File: src/rtl/psum_axis_serializer_pkg.sv
// Shared definitions for the partial-sum AXI4-Stream serializer: beat math,
// counter widths and the stream FSM states.
package psum_axis_serializer_pkg;

  localparam int PSUM_WIDTH_DEF      = 1280;
  localparam int TDATA_WIDTH_DEF     = 32;
  localparam int FRAME_CNT_WIDTH_DEF = 12;

  // The vector width must be an exact multiple of the beat width.
  function automatic int calc_beats(input int psum_w, input int data_w);
    return psum_w / data_w;
  endfunction

  function automatic int cnt_width(input int n);
    return (n > 1) ? $clog2(n) : 1;
  endfunction

  localparam int BEATS          = calc_beats(PSUM_WIDTH_DEF, TDATA_WIDTH_DEF);
  localparam int BEAT_CNT_WIDTH = cnt_width(BEATS);

  typedef enum logic {
    IDLE,
    SEND
  } state_t;

endpackage

File: src/rtl/psum_pingpong_buffer.sv
// Two-entry ping-pong store for partial-sum vectors with capture/release
// bookkeeping and a sticky overflow flag for dropped vectors.
module psum_pingpong_buffer
  import psum_axis_serializer_pkg::*;
#(
  parameter int WIDTH = PSUM_WIDTH_DEF
) (
  input  logic             clk,
  input  logic             rst,
  input  logic [WIDTH-1:0] psum_in,
  input  logic             psum_valid,
  input  logic             rel_en,
  input  logic             clear_overflow,
  output logic [WIDTH-1:0] rd_data,
  output logic [1:0]       count,
  output logic             psum_ready,
  output logic             capture,
  output logic             overflow
);

  logic [WIDTH-1:0] entry0;
  logic [WIDTH-1:0] entry1;
  logic             wr_ptr;
  logic             rd_ptr;
  logic             drop;

  // A full buffer can still accept when the reader frees its entry this cycle.
  assign psum_ready = (count != 2'd2) || rel_en;
  assign capture    = psum_valid && psum_ready;
  assign drop       = psum_valid && !psum_ready;
  assign rd_data    = rd_ptr ? entry1 : entry0;

  always_ff @(posedge clk) begin
    if (rst) begin
      wr_ptr   <= 1'b0;
      rd_ptr   <= 1'b0;
      count    <= 2'd0;
      overflow <= 1'b0;
    end else begin
      if (capture) wr_ptr <= ~wr_ptr;
      if (rel_en)  rd_ptr <= ~rd_ptr;
      case ({capture, rel_en})
        2'b10:   count <= count + 2'd1;
        2'b01:   count <= count - 2'd1;
        default: count <= count;
      endcase
      // A drop in the same cycle as a clear keeps the flag set.
      if (drop)                overflow <= 1'b1;
      else if (clear_overflow) overflow <= 1'b0;
    end
  end

  // Payload storage carries no reset; occupancy is tracked by count alone.
  always_ff @(posedge clk) begin
    if (capture && !wr_ptr) entry0 <= psum_in;
    if (capture &&  wr_ptr) entry1 <= psum_in;
  end

endmodule

File: src/rtl/psum_axis_serializer.sv
// Captures wide partial-sum vectors into a ping-pong buffer and streams each one
// LSB-slice first over an AXI4-Stream master, with TLAST closing every frame.
module psum_axis_serializer
  import psum_axis_serializer_pkg::*;
#(
  parameter int PSUM_WIDTH           = PSUM_WIDTH_DEF,
  parameter int C_M_AXIS_TDATA_WIDTH = TDATA_WIDTH_DEF,
  parameter int FRAME_CNT_WIDTH      = FRAME_CNT_WIDTH_DEF
) (
  input  logic                              clk,
  input  logic                              rst,
  input  logic [PSUM_WIDTH-1:0]             psum_in,
  input  logic                              psum_valid,
  output logic                              psum_ready,
  input  logic [FRAME_CNT_WIDTH-1:0]        frame_vectors,
  input  logic                              clear_overflow,
  output logic                              overflow,
  output logic [C_M_AXIS_TDATA_WIDTH-1:0]   M_AXIS_TDATA,
  output logic [C_M_AXIS_TDATA_WIDTH/8-1:0] M_AXIS_TSTRB,
  output logic                              M_AXIS_TLAST,
  output logic                              M_AXIS_TVALID,
  input  logic                              M_AXIS_TREADY,
  output logic                              busy
);

  localparam int NBEATS = calc_beats(PSUM_WIDTH, C_M_AXIS_TDATA_WIDTH);
  localparam int BCW    = cnt_width(NBEATS);
  localparam int DW     = C_M_AXIS_TDATA_WIDTH;
  localparam int FCW    = FRAME_CNT_WIDTH;
  localparam logic [BCW-1:0] LAST_BEAT = BCW'(NBEATS - 1);

  state_t                state;
  logic                  tvalid_q;
  logic [BCW-1:0]        beat_cnt;
  logic [FCW-1:0]        vec_cnt;
  logic [FCW-1:0]        frame_len;
  logic [FCW-1:0]        len_sample;
  logic [PSUM_WIDTH-1:0] rd_data;
  logic [DW-1:0]         slice;
  logic [1:0]            count;
  logic                  capture;
  logic                  rel_en;
  logic                  handshake;
  logic                  last_beat;
  logic                  last_vec;
  logic                  more;

  psum_pingpong_buffer #(
    .WIDTH(PSUM_WIDTH)
  ) u_buffer (
    .clk           (clk),
    .rst           (rst),
    .psum_in       (psum_in),
    .psum_valid    (psum_valid),
    .rel_en        (rel_en),
    .clear_overflow(clear_overflow),
    .rd_data       (rd_data),
    .count         (count),
    .psum_ready    (psum_ready),
    .capture       (capture),
    .overflow      (overflow)
  );

  assign len_sample = (frame_vectors == '0) ? FCW'(1) : frame_vectors;
  assign handshake  = tvalid_q && M_AXIS_TREADY;
  assign last_beat  = (beat_cnt == LAST_BEAT);
  assign last_vec   = (vec_cnt == frame_len - FCW'(1));
  assign rel_en     = handshake && last_beat;
  // Another vector is ready to follow if the other entry is full or filling now.
  assign more       = (count == 2'd2) || capture;

  always_comb begin
    slice = '0;
    for (int i = 0; i < NBEATS; i++) begin
      if (beat_cnt == BCW'(i)) slice = rd_data[i*DW +: DW];
    end
  end

  assign M_AXIS_TVALID = tvalid_q;
  assign M_AXIS_TDATA  = tvalid_q ? slice : '0;
  assign M_AXIS_TLAST  = tvalid_q && last_beat && last_vec;
  assign M_AXIS_TSTRB  = '1;
  assign busy          = (count != 2'd0);

  // Frame length is sampled whenever a new frame begins, either from idle or
  // when a frame wraps while the next vector is already queued.
  always_ff @(posedge clk) begin
    if (rst) begin
      state     <= IDLE;
      tvalid_q  <= 1'b0;
      beat_cnt  <= '0;
      vec_cnt   <= '0;
      frame_len <= FCW'(1);
    end else begin
      case (state)
        IDLE: begin
          if ((count != 2'd0) || capture) begin
            state    <= SEND;
            tvalid_q <= 1'b1;
            beat_cnt <= '0;
            if (vec_cnt == '0) frame_len <= len_sample;
          end
        end
        SEND: begin
          if (handshake) begin
            if (last_beat) begin
              beat_cnt <= '0;
              if (last_vec) begin
                vec_cnt   <= '0;
                frame_len <= len_sample;
              end else begin
                vec_cnt <= vec_cnt + FCW'(1);
              end
              if (!more) begin
                state    <= IDLE;
                tvalid_q <= 1'b0;
              end
            end else begin
              beat_cnt <= beat_cnt + BCW'(1);
            end
          end
        end
        default: begin
          state    <= IDLE;
          tvalid_q <= 1'b0;
        end
      endcase
    end
  end

endmodule

File: config.mk
export PLATFORM = sky130hd
export DESIGN_NAME = psum_axis_serializer
export DESIGN_NICKNAME = d
export VERILOG_FILES = /design/src/rtl/psum_axis_serializer_pkg.sv /design/src/rtl/psum_pingpong_buffer.sv /design/src/rtl/psum_axis_serializer.sv
export SDC_FILE = /design/constraint.sdc
export NUM_CORES = 2
export LEC_CHECK = 0
export BUFFER_PORTS_ARGS = -buffer_cell sky130_fd_sc_hd__buf_2
export CORE_AREA = 2 2 527 529
export CTS_CLUSTER_SIZE = 25
export DETAILED_ROUTE_END_ITERATION = 6
export DIE_AREA = 0 0 529 531
export PLACE_DENSITY_LB_ADDON = 0.25
export SLEW_MARGIN = 5
export SYNTH_ARGS = -nofsm -noshare
export SYNTH_HDL_FRONTEND = slang
export SYNTH_HIERARCHICAL = 1
export SYNTH_SLANG_ARGS = --single-unit
File: constraint.sdc
create_clock -name clk -period 66.7 [get_ports clk]
set_input_delay 3.335 -clock clk [delete_from_list [all_inputs] [get_ports clk]]
set_output_delay 3.335 -clock clk [all_outputs]
set_load 0.02 [all_outputs]
# Word level (Yosys, flattened, before mapping)
# Cells that the tools add are included.
[totals]
output_inout_bits = 41
regBits = 2597
wordCells = 159
inputBits = 1297
[op_classes]
add_sub_neg = 5
n_eq_ne = 50
reduce_logical = 23
n_mux = 67
bitwise_logic = 3
[op_table]
columns = ["operator", "count"]
rows = [
  ["$mux W32", 41],
  ["$mux W1280", 1],
  ["$eq A6 B5 Y1 const B", 16],
  ["$mux W12", 7],
  ["$eq A6 B4 Y1 const B", 8],
  ["$eq A6 B6 Y1 const B", 8],
  ["$eq A6 B3 Y1 const B", 4],
  ["$logic_not A12 Y1", 2],
  ["$pmux W12 S2", 1],
  ["$mux W6", 3],
  ["$add A12 B1 Y12 const B", 1],
  ["$eq A12 B12 Y1", 1],
  ["$eq A6 B2 Y1 const B", 2],
  ["$pmux W6 S2", 1],
  ["$sub A12 B1 Y12 const B", 1],
  ["$mux W1", 10],
  ["$logic_and A1 B1 Y1", 8],
  ["$ne A2 B2 Y1 const B", 4],
  ["$add A6 B1 Y6 const B", 1],
  ["$eq A6 B1 Y1 const B", 1],
  ["$logic_not A6 Y1", 1],
  ["$ne A2 B1 Y1 const B", 3],
  ["$reduce_bool A2 Y1", 3],
  ["$reduce_and A5 Y1", 1],
  ["12 further kinds", 19],
]

# Logic depth before layout (Yosys ltp)
[logic_depth]
depth_word = 42
mapped_depth = 18
ltp_nobuf = 12

# Modules after synthesis
# The synthesis kept the hierarchy.
[modules_own_cells]
columns = ["module", "area_each_um2", "seq_area_each_um2", "cells_each", "n_inst"]
rows = [
  ["psum_pingpong_buffer", 92977.9, 76973.8, 4011, 1],
  ["psum_axis_serializer", 14507.7, 640.6, 2261, 1],
]

# Least setup slack after synthesis
# Ideal clock, no wire load.
[synth_path]
path_kind = "input to register"
from = "input port M_AXIS_TREADY"
to = "register u_buffer.entry0[0], enable pin"
t_arrival_ps = 22309
path_slack_ps = 43147
stages = 5
t_required_ps = 65456
n_path_buf = 1
setup_time_ps = 1244
path_cell_list = "and3_1 > or3b_1 > buf_2 > and2_4 > nor2b_4"
[synth_via]
elab_chain_len = 5
[synth_lines]
columns = ["element", "line_no", "source"]
rows = [
  ["start: declaration", "psum_axis_serializer.sv:22", "input logic M_AXIS_TREADY,"],
  ["$logic_and A1 B1 Y1", "psum_axis_serializer.sv:65", "assign handshake = tvalid_q && M_AXIS_TREADY;"],
  ["$logic_and A1 B1 Y1", "psum_axis_serializer.sv:68", "assign rel_en = handshake && last_beat;"],
  ["$logic_or A1 B1 Y1", "psum_pingpong_buffer.sv:28", "assign psum_ready = (count != 2'd2) || rel_en;"],
  ["named net psum_ready", "psum_axis_serializer.sv:14", "output logic psum_ready,"],
  ["$logic_and A1 B1 Y1", "psum_pingpong_buffer.sv:29", "assign capture = psum_valid && psum_ready;"],
  ["named net capture", "psum_axis_serializer.sv:41", "logic capture;"],
  ["$logic_and A1 B1 Y1", "psum_pingpong_buffer.sv:55", "if (capture && !wr_ptr) entry0 <= psum_in;"],
  ["end signal: assignment", "psum_pingpong_buffer.sv:55", ""],
  ["end: declaration", "psum_pingpong_buffer.sv:21", "logic [WIDTH-1:0] entry0;"],
]
# The timed path passes the listed nets, and every way through them passes these cells.
# A chain may end at the register's enable or synchronous reset.

# Worst setup path after layout
[layout_path]
from = "register u_buffer.rd_ptr"
to = "output port M_AXIS_TDATA[8]"
[layout_via]
elab_cells_between_ends = 42
classes_between = "mux: 42"
[layout_lines]
columns = ["element", "line_no", "source"]
rows = [
  ["start: declaration", "psum_pingpong_buffer.sv:24", "logic rd_ptr;"],
  ["start signal: assignment", "psum_pingpong_buffer.sv:41", "if (rel_en) rd_ptr <= ~rd_ptr;"],
  ["$mux W1280", "psum_pingpong_buffer.sv:31", "assign rd_data = rd_ptr ? entry1 : entry0;"],
  ["named net rd_data[296]", "psum_axis_serializer.sv:38", "logic [PSUM_WIDTH-1:0] rd_data;"],
  ["$mux W32 (31 in series)", "psum_axis_serializer.sv:75", "if (beat_cnt == BCW'(i)) slice = rd_data[i*DW +: DW];"],
  ["$mux W32", "psum_axis_serializer.sv:80", "assign M_AXIS_TDATA = tvalid_q ? slice : '0;"],
  ["end: declaration", "psum_axis_serializer.sv:18", "output logic [C_M_AXIS_TDATA_WIDTH-1:0] M_AXIS_TDATA,"],
]
# The timed path passes the listed nets, and every way through them passes these cells.

==> reports/metrics.csv <==
stage,metric,value,unit
grt,vias in the first global route,67400,
timing,Final period util,17.2,%
timing,unrepaired setup endpoints after global routing,false,
grt,met2 GRT Util,48.7,%
clock_tree,cts hold-fix bufs,0,
routing,drt drc,0,
clock_tree,CTS tree,yes,
floorplanning,Die Area,281000,µm²
clock_tree,"Clk pin slew, worst setup/hold paths",0.05,ns
clock_tree,Clock Tree Root,clkbuf_16,
run,max_cap viols,0,
power_and_ir_drop,total power,3.71,mW
floorplanning,chip width,529,µm
yosys,synthesized cell area,107000,µm²
timing,hold_ws,0.496,ns
yosys,Mapped Avg Cell Area,17.1,µm²
placement,RePlAce Congestion,0.960,
routing,Routed WL,456000,µm
timing,post-route worst setup slack,55.26,ns
floorplanning,core footprint,275000,µm²
grt,largest net degree at the start of global routing,159,
critical_path,Worst EP arrival,8.11,ns
timing,Fin Clk Skew,0.0581,ns
grt,grt ovf,0,
clock_tree,clk_lat worst skew,0.93,ns
critical_path,CP endpoint kind,primary output,
routing,routed length per instance,38.7,µm
placement,# port buffers,1333,
critical_path,highest cell delay on the worst timing path,1.11,ns
timing,minimum clock period,11.44,ns
timing,"Hold Violations, Final",0,
yosys,"EDFF count, synth",2560,
routing,Iter 0 DRT Violations,10300,
floorplanning,Die Ht,531,µm
critical_path,Crit-path slowest cell,a221oi_1,
final_layout,share of cells above drive strength 1,41.9,%
floorplanning,initial core utilization,39.0,%
floorplanning,I/O pin count,1338,
clock_tree,Max Root-Sink Buffers,4,
power_and_ir_drop,cell area power density,29.1,nW/µm²
grt,first-pass GRT wire length,590000,µm
yosys,Mapped Cells,6272,
final_layout,Util after Layout,46.4,%
grt,Tot GR Track Use,31.2,%
clock_tree,Setup Buffers After CTS,0,
placement,post-detail-place hpwl,340000,µm
yosys,Synth cell types,110,
timing,total negative setup slack,0,ns
grt,M3 GR Usage,9.91,%
routing,total number of vias,70400,
clock_tree,number of H-tree levels,5,
clock_tree,post-CTS sizing,0,
worst_hold_path,HP Class,flop to flop,
critical_path,CP Launch Type,flop,
yosys,"Seq/Total Area, Yosys",72.2,%
critical_path,Worst Path Required,63.36,ns
final_layout,P&R area growth vs syn,18.8,%
yosys,Synth Register Bits,2597,
timing,final setup violation count,0,
clock_tree,CTS sink cnt,2597,
final_layout,Layout Nets,9037,
yosys,asr flop ratio synth,0,%
grt,initial antenna violation count,421,
yosys,main flop type after synthesis,edfxtp_1,
timing,actual slew at the worst max-slew pin,1.38,ns
clock_tree,number of buffers created by CTS,286,
routing,drt pass-1 iters,6,
floorplanning,row count,193,
yosys,Ys Warns,6,
routing,via density per instance,5.98,
power_and_ir_drop,leakage power,43.6,nW
routing,"antenna viol nets, final",0,
timing,fmax,0.0874,GHz
timing,Worst slew margin,7.98,%
critical_path,critical path type,flop to primary output,
power_and_ir_drop,worst vdd rail ir drop,0.0000187,V
status,run status,"finished, final reports clean",
grt,GRT Max-Usage Layer,met2,
critical_path,"critical path fanouts, max",111,
timing,final-report max-slew violation count,0,
critical_path,"Cell Chain, Critical Path",buf_4 > buf_4 > buf_12 > buf_4 > mux2_2 > o221ai_1 > a2bb2oi_1 > a31oi_1 > o21ai_1 > buf_4 > a221oi_1 > buf_2,
placement,Post-Place Setup Slack,56.17,ns
grt,GR Util met1,40.3,%
critical_path,cell mode on critical path,buf_4,
[sequential cells by signal, summed over array words and instances (netlist names)]
signal	cells
M_AXIS_TVALID	1
beat_cnt	6
frame_len	12
state	1
u_buffer/count	2
u_buffer/entry0	1280
u_buffer/entry1	1280
u_buffer/overflow	1
u_buffer/rd_ptr	1
u_buffer/wr_ptr	1
vec_cnt	12
[kinds of logic after synthesis]
family | synth area share, %
buffers and inverters | 2.42
and+or+nand+nor | 4.19
DFF | 72.2
xor gates and xnor gates | 0.228
adders and majority gates | 0.0815
muxes | 13.6
other | 0.00349
AOI/OAI and AO/OA | 7.27
[area by class of cell]
class | count | area, µm²
fillers | 24100 | 148000
flip-flops and latches | 2597 | 77600
multi-input cells | 3283 | 27600
repair buffers | 1543 | 8370
clock buffers | 348 | 7450
well taps | 3607 | 4510
clock inverters | 161 | 1510
diodes | 216 | 541
inverters | 22 | 82.6
[worst paths after layout]
| path | to | cells after the start | start | slack (ns) |
|---|---|---|---|---|
| worst max-delay path | M_AXIS_TDATA[8] | 12 | u_buffer/rd_ptr | 55.26 |
| worst min-delay path | frame_len[11] | 2 | frame_len[11] | 0.50 |
| worst max register to register | u_buffer/entry1[456] | 11 | beat_cnt[0] | 58.78 |
| worst min register to register | frame_len[11] | 2 | frame_len[11] | 0.50 |
[placed cells by master (no fill, tap or decap), types with 15 or more instances in the layout]
| cell type | instances |
|---|---|
| edfxtp_1 | 2560 |
| buf_2 | 1333 |
| mux2_2 | 1280 |
| clkbuf_16 | 289 |
| nand2_1 | 222 |
| diode_2 | 216 |
| buf_4 | 200 |
| nor2_1 | 182 |
| o21ai_0 | 150 |
| a221oi_1 | 145 |
| a21oi_1 | 123 |
| nand3_1 | 99 |
| o221ai_1 | 96 |
| o22ai_1 | 91 |
| nor3_1 | 76 |
| a22oi_1 | 66 |
| clkinv_1 | 64 |
| clkbuf_1 | 59 |
| clkinv_2 | 46 |
| and3_1 | 39 |
| a221o_1 | 35 |
| a211oi_1 | 34 |
| a31oi_1 | 34 |
| nand2b_1 | 33 |
| dfxtp_1 | 31 |
| nand4_1 | 29 |
| o211ai_1 | 28 |
| nor4_1 | 28 |
| or3_1 | 26 |
| o21ai_1 | 21 |
| a22o_1 | 21 |
| mux2i_1 | 20 |
| a211o_1 | 20 |
| inv_1 | 19 |
| nor2_2 | 19 |
| o2111ai_1 | 19 |
| bufinv_16 | 18 |
| a2bb2oi_1 | 15 |
| xnor2_1 | 15 |
[metal layers]
layer	wire length [µm]	part of all wire, %
met3	54100	12
met2	208000	46
met1	173000	38
met4	20200	4.4
met5	1260	0.28
[per-stage QoR]
step	cell area (µm²)	instances
after global placement	118000	11100
after floorplan	107000	6275
final	128000	11800
after detailed placement	118000	11100
after global routing	127000	11700
after CTS	127000	11600
[worst max-delay path, delay by kind of cell (launching register included)]
| kind | cells | cell delay [ns] |
|---|---|---|
| compound gates | 5 | 2.50 |
| flops | 1 | 0.83 |
| buf+inv | 6 | 3.26 |
| mux | 1 | 0.31 |
[synth_stat cells (21+ instances only)]
cell type / number / area (µm²)
nand3_1: 99 / 495
and3_1: 39 / 244
o22ai_1: 91 / 569
o221ai_1: 96 / 841
edfxtp_1: 2560 / 76900
nor2_1: 202 / 758
a21oi_1: 123 / 616
a211oi_1: 39 / 293
o211ai_1: 28 / 210
a31oi_1: 34 / 213
nand2_1: 226 / 848
nor3_1: 81 / 405
mux2_2: 1280 / 14400
a22oi_1: 66 / 495
buf_6: 120 / 1350
clkbuf_1: 106 / 398
nor4_1: 28 / 175
or3_1: 26 / 163
a221o_1: 35 / 350
a22o_1: 21 / 184
o21ai_0: 158 / 791
dfxtp_1: 37 / 741
nand4_1: 29 / 181
buf_2: 113 / 566
nand2b_1: 33 / 206
a221oi_1: 146 / 1280
[power by group]
part	switching, mW	leakage [nW]	total (mW)	internal [mW]
clock	0.673	4.37	1.55	0.872
combinational	0.150	15.0	0.232	0.0822
sequential	0.0223	24.3	1.93	1.91
Note: power is estimated with default switching activity, not from simulation.
